===== src/rtl/udp_tx_scheduler.sv =====
// Round-robin transmit scheduler: shares one UDP/IP/MAC path among NUM_CH packet
// sources, resolving ARP, streaming payload bytes and enforcing the inter-frame gap.
module udp_tx_scheduler #(
    parameter int NUM_CH      = 2,
    parameter int MAX_LEN     = 1472,
    parameter int ARP_TIMEOUT = 125_000_000,
    parameter int ARP_RETRY   = 3,
    parameter int IFG_CYCLES  = 12
) (
    input  logic                 rgmii_clk,
    input  logic                 rstn,
    input  logic [NUM_CH-1:0]    ch_req,
    input  logic [16*NUM_CH-1:0] ch_len,
    input  logic [8*NUM_CH-1:0]  ch_data,
    output logic [NUM_CH-1:0]    ch_rd,
    output logic [NUM_CH-1:0]    ch_grant,
    output logic [NUM_CH-1:0]    ch_done,
    output logic [NUM_CH-1:0]    ch_drop,
    output logic                 app_data_request,
    output logic [15:0]          app_data_length,
    input  logic                 udp_send_ack,
    output logic                 app_data_in_valid,
    output logic [7:0]           app_data_in,
    output logic                 arp_req,
    input  logic                 arp_found,
    input  logic                 mac_not_exist,
    input  logic                 mac_send_end,
    output logic                 busy
);
    localparam int IDX_W = (NUM_CH > 1) ? $clog2(NUM_CH) : 1;

    typedef enum logic [3:0] {
        IDLE, ARB, CHECK, ARP_REQ, ARP_SEND, ARP_WAIT, GEN_REQ, STREAM, SEND_WAIT, GAP
    } state_t;

    state_t            state, state_nxt;
    logic [IDX_W-1:0]  rr_ptr, gnt_idx, sel_idx;
    logic              sel_found;
    logic [15:0]       sel_len;
    logic [7:0]        gnt_data;
    logic [31:0]       tmo_cnt;
    logic [7:0]        retry_cnt;
    logic [15:0]       byte_cnt;
    logic [15:0]       gap_cnt;
    logic              len_bad, arp_tmo, retry_left, last_byte;
    logic [15:0]       len_arr  [NUM_CH];
    logic [7:0]        data_arr [NUM_CH];

    for (genvar g = 0; g < NUM_CH; g++) begin : g_unpack
        assign len_arr[g]  = ch_len[16*g +: 16];
        assign data_arr[g] = ch_data[8*g +: 8];
    end

    // Search starts just after the last granted channel and wraps around.
    always_comb begin
        logic [IDX_W-1:0] c;
        c         = '0;
        sel_idx   = '0;
        sel_found = 1'b0;
        for (int k = 1; k <= NUM_CH; k++) begin
            c = (rr_ptr >= IDX_W'(NUM_CH - k)) ? rr_ptr - IDX_W'(NUM_CH - k)
                                               : rr_ptr + IDX_W'(k);
            if (!sel_found && ch_req[c]) begin
                sel_found = 1'b1;
                sel_idx   = c;
            end
        end
    end

    assign sel_len    = len_arr[sel_idx];
    assign gnt_data   = data_arr[gnt_idx];
    assign len_bad    = (sel_len == 16'd0) || (sel_len > 16'(MAX_LEN));
    assign arp_tmo    = (tmo_cnt == 32'(ARP_TIMEOUT - 1));
    assign retry_left = (retry_cnt < 8'(ARP_RETRY));
    assign last_byte  = (byte_cnt == app_data_length - 16'd1);

    always_ff @(posedge rgmii_clk or negedge rstn) begin
        if (!rstn) state <= IDLE;
        else       state <= state_nxt;
    end

    always_comb begin
        state_nxt        = state;
        arp_req          = 1'b0;
        app_data_request = 1'b0;
        ch_rd            = '0;
        busy             = (state != IDLE);
        case (state)
            IDLE:      if (|ch_req) state_nxt = ARB;
            ARB: begin
                if (!sel_found)  state_nxt = IDLE;
                else if (len_bad) state_nxt = GAP;
                else              state_nxt = CHECK;
            end
            CHECK:     state_nxt = mac_not_exist ? ARP_REQ : GEN_REQ;
            ARP_REQ: begin
                arp_req   = 1'b1;
                state_nxt = ARP_SEND;
            end
            ARP_SEND:  if (mac_send_end) state_nxt = ARP_WAIT;
            ARP_WAIT: begin
                if (arp_found)    state_nxt = GEN_REQ;
                else if (arp_tmo) state_nxt = retry_left ? ARP_REQ : GAP;
            end
            GEN_REQ: begin
                app_data_request = 1'b1;
                if (udp_send_ack) state_nxt = STREAM;
            end
            STREAM: begin
                ch_rd = ch_grant;
                if (last_byte) state_nxt = SEND_WAIT;
            end
            SEND_WAIT: if (mac_send_end) state_nxt = GAP;
            GAP:       if (gap_cnt == 16'(IFG_CYCLES - 1)) state_nxt = IDLE;
            default:   state_nxt = IDLE;
        endcase
    end

    always_ff @(posedge rgmii_clk or negedge rstn) begin
        if (!rstn) begin
            rr_ptr            <= IDX_W'(NUM_CH - 1);
            gnt_idx           <= '0;
            ch_grant          <= '0;
            ch_done           <= '0;
            ch_drop           <= '0;
            app_data_length   <= '0;
            app_data_in_valid <= 1'b0;
            app_data_in       <= '0;
            tmo_cnt           <= '0;
            retry_cnt         <= '0;
            byte_cnt          <= '0;
            gap_cnt           <= '0;
        end else begin
            ch_done           <= '0;
            ch_drop           <= '0;
            app_data_in_valid <= 1'b0;
            gap_cnt           <= (state == GAP) ? gap_cnt + 16'd1 : 16'd0;
            case (state)
                ARB: if (sel_found) begin
                    gnt_idx         <= sel_idx;
                    rr_ptr          <= sel_idx;
                    app_data_length <= sel_len;
                    retry_cnt       <= '0;
                    // A rejected packet never holds the grant; only the drop pulse shows.
                    if (len_bad) ch_drop  <= NUM_CH'(1) << sel_idx;
                    else         ch_grant <= NUM_CH'(1) << sel_idx;
                end
                ARP_REQ:  retry_cnt <= retry_cnt + 8'd1;
                ARP_SEND: tmo_cnt   <= '0;
                ARP_WAIT: begin
                    tmo_cnt <= tmo_cnt + 32'd1;
                    if (!arp_found && arp_tmo && !retry_left) begin
                        ch_drop  <= ch_grant;
                        ch_grant <= '0;
                    end
                end
                GEN_REQ:  byte_cnt <= '0;
                STREAM: begin
                    app_data_in       <= gnt_data;
                    app_data_in_valid <= 1'b1;
                    byte_cnt          <= byte_cnt + 16'd1;
                end
                SEND_WAIT: if (mac_send_end) begin
                    ch_done  <= ch_grant;
                    ch_grant <= '0;
                end
                default: ;
            endcase
        end
    end
endmodule

===== config.mk =====
export PLATFORM = sky130hd
export DESIGN_NAME = udp_tx_scheduler
export DESIGN_NICKNAME = d
export VERILOG_FILES = /design/src/rtl/udp_tx_scheduler.sv
export SDC_FILE = /design/constraint.sdc
export NUM_CORES = 1
export LEC_CHECK = 0
export ABC_AREA = 1
export BUFFER_PORTS_ARGS = -buffer_cell sky130_fd_sc_hd__buf_2
export CAP_MARGIN = 20
export CELL_PAD_IN_SITES_DETAIL_PLACEMENT = 0
export CELL_PAD_IN_SITES_GLOBAL_PLACEMENT = 2
export CORE_UTILIZATION = 30
export CTS_BUF_LIST = sky130_fd_sc_hd__clkbuf_4 sky130_fd_sc_hd__clkbuf_8
export DETAILED_ROUTE_END_ITERATION = 10
export GPL_TIMING_DRIVEN = 0
export PLACE_DENSITY = 0.76
export SYNTH_ARGS = -nofsm -noshare
export SYNTH_HDL_FRONTEND = slang
export SYNTH_SLANG_ARGS = --single-unit

===== constraint.sdc =====
create_clock -name rgmii_clk -period 2.1 [get_ports rgmii_clk]
set_input_delay 0.105 -clock rgmii_clk [delete_from_list [all_inputs] [get_ports rgmii_clk]]
set_output_delay 0.105 -clock rgmii_clk [all_outputs]
set_load 0.05 [all_outputs]

======== After elaboration in Yosys (flattened, before gate mapping) ========
Cells that the tools add are included.
operators by class
  add/subtract/negate cells ............... 7
  $lt $le $gt $ge ......................... 7
  equal/unequal tests ..................... 22
  shifts and indexed selects .............. 1
  multiplexer cells ....................... 48
  bitwise logic cells ..................... 2
  reduce and logical (&&, ||, !) cells .... 19
operators with widths
  kind                                                                               number
  16-bit two-way mux                                                                 4
  32-bit case mux with 2 select lines                                                1
  4-bit two-way mux                                                                  11
  4-bit case mux with 10 select lines                                                1
  16-bit by 1-bit adder with 16-bit output, second input constant                    2
  32-bit by 1-bit adder with 32-bit output, second input constant                    1
  32-bit by 27-bit == test with 1-bit output, second input constant                  1
  8-bit two-way mux                                                                  4
  16-bit case mux with 2 select lines                                                1
  2-bit two-way mux                                                                  10
  2-bit inequality test, second input constant                                       9
  16-bit == test                                                                     1
  16-bit by 4-bit == test with 1-bit output, second input constant                   1
  4-bit by 3-bit == test with 1-bit output, second input constant                    4
  16-bit by 11-bit greater-than comparator with 1-bit output, second input constant  1
  16-bit zero test                                                                   1
  8-bit case mux with 2 select lines                                                 1
  16-bit by 1-bit subtractor with 16-bit output, second input constant               1
  1-bit two-way mux                                                                  12
  8-bit by 1-bit adder with 8-bit output, second input constant                      1
  4-bit by 2-bit == test with 1-bit output, second input constant                    2
  4-bit == test, second input constant                                               2
  8-bit by 2-bit less-than comparator with 1-bit output, second input constant       1
  7-bit AND reduction                                                                1
  other kinds (22)                                                                   32
storage, ports and cells
  bits in registers ....................... 109
  bits of input ports ..................... 56
  output and inout port bits .............. 36
  logic and storage cells ................. 119

======== Longest topological paths before layout ========
Gate-level depths: netlist (run 1).
  depth in word-level cells ............... 17
  depth in mapped cells ................... 16
  depth with buffers taken out ............ 16

======== Least setup slack after synthesis (run 1) ========
Ideal clock, no wire load.
  path type ............................... reg2reg
  from .................................... register state[3]
  to ...................................... register retry_cnt[1]
  setup time .............................. 0.121 ns
  arrival time ............................ 2.026 ns
  required time ........................... 1.979 ns
  slack ................................... -0.047 ns
  cell stages (with the launch flop) ...... 8
  buffers on the path ..................... 0
  clock period less this slack ............ 2.147 ns
  path through ............................ dfrtp_1 nor2_1 inv_1 nor2_1 inv_1 nand2_1 inv_1 a22o_1
between the ends
  word-level cells in the longest chain between the ends .. 3
  elaborated cells between the ends (all ways) .. 6
  those cells by class .................... eq/ne (3); mux (1); reduce/logical (2)
RTL lines
  item                                                                                                         line  source
  from (decl)                                                                                                  36    state_t state, state_nxt;
  from (signal assigned)                                                                                       79    else state <= state_nxt;
  4-bit by 1-bit == test with 1-bit output / 4-bit by 2-bit == test with 1-bit output (equally long branches)  138   case (state)
  2-bit inequality test (no source line) / 2-bit nonzero test (equally long branches)                          --
  2-bit AND reduction (no source line)                                                                         --
  to (signal assigned)                                                                                         148   ARP_REQ: retry_cnt <= retry_cnt + 8'd1;
  to (decl)                                                                                                    42    logic [7:0] retry_cnt;
Parallel ways exist; a longest one is shown, timed or not.
A chain may end at the register's enable or synchronous reset.

======== Worst setup path after layout (run 1) ========
  from .................................... register state[2]
  to ...................................... output port ch_rd[0]
between the ends
  word-level cells in the longest chain between the ends .. 2
RTL lines
  item                                      line  source
  4-bit by 3-bit == test with 1-bit output  88    case (state)
  2-bit two-way mux                         88
  to (decl)                                 15    output logic [NUM_CH-1:0] ch_rd,
No other way between the ends.

==> reports/metrics.cfg, run 1 <==
[floorplanning]
fp.dieH_um = 153
std_cell_rows = 54
core_mm2 = 0.0221
io_pins = 92
die_area_mm2 = 0.0234
start_util = 0.309
die_w_um = 153

[routing]
vias = 6560
first_iter_violations = 378
wl_mm = 20.9
met1_length_mm = 10.1
first_pass_iters = 5
wl_met2_mm = 9.83
ant_nets = 0
vias_per_cell = 4.87
post_drt_wl_per_cell_um = 15.5
wl_met3_um = 688
highest_layer = met4
drc_errors = 0

[timing]
finClkSkew_ns = 0.0244
clock.fmax_ghz = 0.501
slew_headroom = 0.616
tightest_slew_ns = 0.576
layout_min_cycle_time_ns = 2.00
worst_hold_slack_ns = 0.0452
fin_tns_setup_ns = 0
min_period_over_period = 0.951
setup_viol = 0
slew_violations = 0
hold_viol_final = 0

[flow_run]
cap_violations = 0

[global_route]
grt_pass1_wl_mm = 33.5
antenna_found_initial = 0
gr-total-overflow = 0
grt_max_degree = 71
grt_usage = 0.181
first_global_vias = 6313

[synthesis]
synthCells = 929
syn_area_per_cell_um2 = 7.36
synth_warnings = 0
seq_area_frac_synth = 0.399
synth_fp_nets = 990
synth_edf_count = 0
syn_area_mm2 = 0.00684
yosys_register_bits = 109
ys_async_sr_fraction = 1.00
ys_types = 51
synth_ff_type = dfrtp_1

[placement]
dp.cells = 1300
place.gp.congestion = 0.834
io_buffers = 90
hpwl_mm = 15.8

[cts]
clk_pin_slew_ns = 0.12
clkLatencyLatePin_ns = 0.39
clock_path_buffers = 2
htreeDepth = 3
cts_root_buf = clkbuf_8
cts_tree = done
cts_buffers = 9
clkSinkCount = 109

[final_layout]
syn_to_final_growth_pct = 21.3
final_cell_count_no_fill = 1348
final_nets = 1124
fin_util = 0.375
multi_input_area_mm2 = 0.00368
regArea_mm2 = 0.00274
diodes = 0
drive_gt1_frac = 0.212
nFillCells = 2384

[pwr]
power_frac_comb = 0.460
p_total_mw = 7.68
power.density_mw_per_mm2 = 926
vdd_drop_max_v = 0.000539
p_leak_nw = 3.76
p_int_mw = 4.10
pwr-share-clk = 0.179
p_sw_frac = 0.466
switchingPower_mw = 3.57
seq_power_share = 0.360

[critical_path]
arrival_ns = 1.89
worstSetupPathType = reg2out
end_kind = primary output
critical_path_required_ns = 2.00
crit_fanout = 10
crit_path_start_kind = register

[min_path]
holdCritPathClass = in2reg

[outcome]
status = completed

[worst max-delay path: stages (launching register included)]
cell and delay [ns]:
dfrtp_1 0.43, inv_2 0.07, nor2_4 0.12, inv_2 0.08, nor2_4 0.15, inv_2 0.05, buf_2 0.20, nor2_1 0.10
buf_2 0.28
[cells in the mapped netlist, types with 2 or more instances]
library cell	instances	area, um^2
a21oi_1	29	145
a22o_1	3	26.3
a31oi_1	10	62.6
and2_1	2	12.5
buf_1	2	7.51
buf_2	8	40.0
buf_6	5	56.3
clkbuf_1	6	22.5
clkinv_1	2	7.51
dfrtp_1	108	2700
ha_1	5	62.6
inv_1	103	387
inv_2	9	33.8
mux2i_1	3	30.0
nand2_1	230	863
nand2_2	11	68.8
nand2_4	2	22.5
nand3_1	60	300
nand3_2	6	60.1
nand3b_1	6	45.0
nand4_1	21	131
nor2_1	114	428
nor2_2	9	56.3
nor2_4	7	78.8
nor3_1	21	105
nor3_2	5	50.1
nor4_1	16	100
nor4_4	2	42.5
o21ai_0	34	170
o21ai_1	11	55.1
o22ai_1	20	125
o31ai_1	4	30.0
o32ai_1	6	52.6
xnor2_1	10	87.6
xor2_1	23	201
[per-layer routing]
metal,GRT usage,vias up
li1,-,3326
met1,0.243,3105
met2,0.299,104
met3,0.0354,25
met4,0.0471,0
met5,0,-
[placed cells by master (no fill, tap or decap), drive strengths merged]
| cell type | count |
|---|---|
| o32ai | 6 |
| nand2 | 244 |
| dfstp | 1 |
| xnor2 | 10 |
| bufinv | 1 |
| a22oi | 1 |
| clkinv | 3 |
| o2bb2ai | 1 |
| o2111ai | 1 |
| o21ai | 46 |
| dfrtp | 108 |
| a211oi | 1 |
| o22ai | 20 |
| o31ai | 4 |
| xor2 | 23 |
| a21oi | 30 |
| o21bai | 1 |
| nor4 | 18 |
| a22o | 3 |
| clkinvlp | 3 |
| or2 | 2 |
| dlygate4sd3 | 18 |
| buf | 119 |
| xnor3 | 1 |
| inv | 112 |
| ha | 5 |
| clkbuf | 17 |
| nor2 | 130 |
| o21a | 1 |
| nand4 | 22 |
| nand3 | 66 |
| a21boi | 1 |
| nand3b | 6 |
| and2 | 2 |
| nor3b | 2 |
| mux2i | 3 |
| a31oi | 10 |
| nor3 | 26 |
[what timing repair did]
action / in CTS / in global routing
pin swaps: 2 / 12
endpoints found under the hold margin: 49 / 0
buffers inserted: 2 / 11
hold buffers: 18 / 0
setup endpoints to repair: 6 / 16
gates resized for setup: 4 / 45
gates cloned: 0 / 1
[path summary, 6_finish.rpt]
kind | from | to | slack, ns | depth (start not counted)
min in group asynchronous | rstn | byte_cnt[12] | 0.19 | 2
max in group asynchronous | rstn | rr_ptr | 1.18 | 3
worst min-delay path | ch_len[31] | app_data_length[15] | 0.05 | 3
worst max register to register | rr_ptr | ch_grant[0] | 0.14 | 14
worst max-delay path | state[2] | ch_rd[0] | 0.10 | 8
worst min register to register | retry_cnt[7] | retry_cnt[7] | 0.49 | 1
[kinds of logic after synthesis]
family | share of synthesized area
mux | 0.00439
compound gates | 0.108
flops | 0.399
fa+ha+maj | 0.00915
xor+xnor | 0.0456
simple gates | 0.352
buf+inv | 0.0811
[flip-flops by register name, indices dropped and copies added, names as in the netlist, 4 cells and up]
name / count
tmo_cnt: 32
app_data_length: 16
byte_cnt: 16
gap_cnt: 16
app_data_in: 8
retry_cnt: 8
state: 4
[power by group through the flow]
stage               sequential [mW]  combinational (mW)  clock, mW
detailed placement             2.80                3.24          0
global placement               2.80                3.24          0
floorplan                      3.42                1.71          0
global route                   2.81                3.90       1.52
CTS                            2.75                3.32       1.44
finish                         2.77                3.53       1.38
[stage by stage]
stage	setup WS, ns	area [um^2]
after floorplan	0.0484	6840
after global placement	-0.627	7640
after detailed placement	-0.208	7670
after CTS	0.0243	8080
after global routing	-0.0260	8290
final	0.102	8290
[final cells by class]
class | count | share of cell area
inverters | 114 | 0.0516
plain buffers | 21 | 0.0160
clock inverters | 5 | 0.00740
clock buffers | 11 | 0.0168
multi-input cells | 686 | 0.444
repair buffers | 122 | 0.0922
flip-flops and latches | 109 | 0.330
well taps | 280 | 0.0423
No activity file was read; power rests on OpenSTA's default activity.
==> run 2: changes to the inputs <==
- clock period: 2.1 -> 2 ns (I/O delays scaled with it)
==> run 2 against run 1 <==
  * Power up 11%
  * Count of clock-buffer cells in the layout fell by 2
  * Cell count rose by 2.0%
  * Sequential share of layout area decreased by 1.6 points
  * Wire length grew 2.3%
  * Highest routed layer unchanged
==> reports/metrics.cfg, run 2 (synthesized netlist as in run 1, its figures left out) <==
[timing]
fin_tns_setup_ns = 0  ; unchanged
worst_hold_slack_ns = 0.0391  ; -0.00604 ns
clock.fmax_ghz = 0.513
rsz0062_at_grt = true
min_period_over_period = 0.975
setup_viol = 0  ; unchanged
hold_viol_final = 0  ; unchanged
tightest_slew_ns = 0.567  ; -0.00905 ns
finClkSkew_ns = 0.0204  ; -0.00399 ns
layout_min_cycle_time_ns = 1.95
slew_headroom = 0.622  ; +0.00603
slew_violations = 0  ; unchanged
setup_ws_ns = 0.0510  ; -0.0512 ns

[floorplanning]
die_w_um = 153  ; unchanged
fp.dieH_um = 153  ; unchanged
std_cell_rows = 54  ; unchanged
die_area_mm2 = 0.0234  ; unchanged
start_util = 0.309  ; unchanged
core_mm2 = 0.0221  ; unchanged
io_pins = 92  ; unchanged

[global_route]
first_global_vias = 6487  ; +2.8%
grt_usage = 0.184  ; +0.00207
antenna_found_initial = 0  ; unchanged
gr-total-overflow = 0  ; unchanged
grt_max_degree = 60  ; -15%
grt_pass1_wl_mm = 34.1  ; +1.9%

[critical_path]
reg2reg_depth = 15  ; +1
arrival_ns = 2.26  ; +0.37 ns
crit_fanout = 5  ; -5
end_kind = register
reg2reg_setup_slack_ns = 0.05  ; -0.09 ns
timing.rr.start = app_data_length[0]
r2r_end = state[0]
worstSetupPathType = reg2reg
crit_path_start_kind = register
critical_path_required_ns = 2.31  ; +0.31 ns

[flow_run]
cap_violations = 0  ; unchanged

[placement]
pre_cts_ws_ns = -0.321  ; -0.113 ns
io_buffers = 90  ; unchanged
hpwl_mm = 15.9  ; +0.59%
dpl-instance-area_mm2 = 0.00767  ; about the same
place.gp.congestion = 0.842  ; +0.92%

[final_layout]
multi_input_area_mm2 = 0.00387  ; +5.1%
drive_gt1_frac = 0.273  ; +0.0614
final_nets = 1151  ; +2.4%
mostFrequentLayoutCell = nand2_1
top_register = tmo_cnt
largest_register_ffs = 32  ; unchanged
nFillCells = 2350  ; -1.4%
diodes = 0  ; unchanged
final_area_mm2 = 0.00875  ; +5.5%
mostFrequentLayoutCells = nand2_1, inv_1, nor2_1
fin_util = 0.396  ; +0.0207
regArea_mm2 = 0.00275  ; +0.41%
syn_to_final_growth_pct = 28.0

[cts]
cts_root_buf = clkbuf_8
clock_path_buffers = 2  ; unchanged
cts_buffers = 9  ; unchanged
clk_pin_slew_ns = 0.11  ; about the same
clkLatencyLatePin_ns = 0.41  ; +0.02 ns
cts_tree = done
clkSinkCount = 109  ; unchanged
htreeDepth = 3  ; unchanged

[routing]
post_drt_wl_per_cell_um = 15.6  ; +0.27%
first_iter_violations = 415  ; +9.8%
first_pass_iters = 4  ; -1
vias = 6669  ; +1.7%
ant_nets = 0  ; unchanged
drc_errors = 0  ; unchanged
wl_mm = 21.4  ; +2.3%
vias_per_cell = 4.85  ; -0.33%

[min_path]
whs_endpoint = app_data_length[1]
worstHoldStart = ch_len[1]
min_path_cells = 5  ; +2
holdCritPathClass = in2reg

[pwr]
power.density_mw_per_mm2 = 975  ; +5.2%
p_leak_nw = 3.97  ; +5.5%
vdd_drop_max_v = 0.000559  ; +3.7%

[outcome]
status = completed

run 2: changes by cell type in the layout (fill, tap and decap cells not counted), moves of 3 or more:
cell	previous run	this run
buf_4	13	39
nand2_2	20	33
dfrtp_1	103	94
nand3_1	60	50
nand2_1	220	203
nor2_1	103	96
dfrtp_2	5	14
nor2_4	11	16
clkbuf_4	3	0
nand2_4	4	8
nand3_2	4	13
run 2: report_power, final:
part	internal (mW)	total, mW	switching, mW
logic	1.45	4.12	2.67
clock network	0.600	1.47	0.874
registers	2.54	2.93	0.394
total	4.59	8.53	3.94
run 2: area by class of cell:
type,count,share of cell area
Buffer,21,0.0164
Clock buffer,9,0.0142
Clock inverter,7,0.00958
Inverter,114,0.0496
Multi-Input combinational cell,686,0.442
Sequential cell,109,0.314
Tap cell,280,0.0400
Timing Repair Buffer,149,0.114
run 2: worst max path at each step:
stage / start / end / slack (ns)
6_report: app_data_length[0] / state[0] / 0.05
5_1_grt: rr_ptr / ch_grant[0] / -0.08
4_1_cts: rr_ptr / state[0] / 0.0001
3_5_place_dp: app_data_length[0] / state[3] / -0.32
3_3_place_gp: rstn / app_data_length[0] / -0.92
2_1_floorplan: app_data_length[1] / state[3] / 0.002
run 2: critical path, stage by stage, from the launching register on:
cell and delay [ns]:
dfrtp_2 0.44, inv_4 0.09, ha_4 0.15, nand2_4 0.08
nor2_4 0.17, nand3b_1 0.10, nand2_1 0.07, nand2_1 0.04
nor2_1 0.08, nand2_1 0.06, nor2_2 0.17, nand2_2 0.10
nand2_4 0.11, nand2_4 0.08, nand2_1 0.06, nand2_1 0.04
run 2: layer usage:
layer,part of all wire,GRT usage
met1,0.49,0.253
met5,0,0
met2,0.47,0.303
met4,0.010,0.0380
met3,0.026,0.0281
run 2: through the flow:
stage	power (mW)	cells
detailed placement	6.35	1300
global route	9.09	1375
CTS	8.11	1341
floorplan	5.38	929
finish	8.53	1375
global placement	6.34	1299
run 2: repair_timing:
item                       CTS  global route
pin swaps                    7            40
hold endpoints to repair    60             0
hold buffers                18             0
resized for setup           26            90
buffers inserted             7            32
setup endpoints to repair    9            33
cloned                       0             2
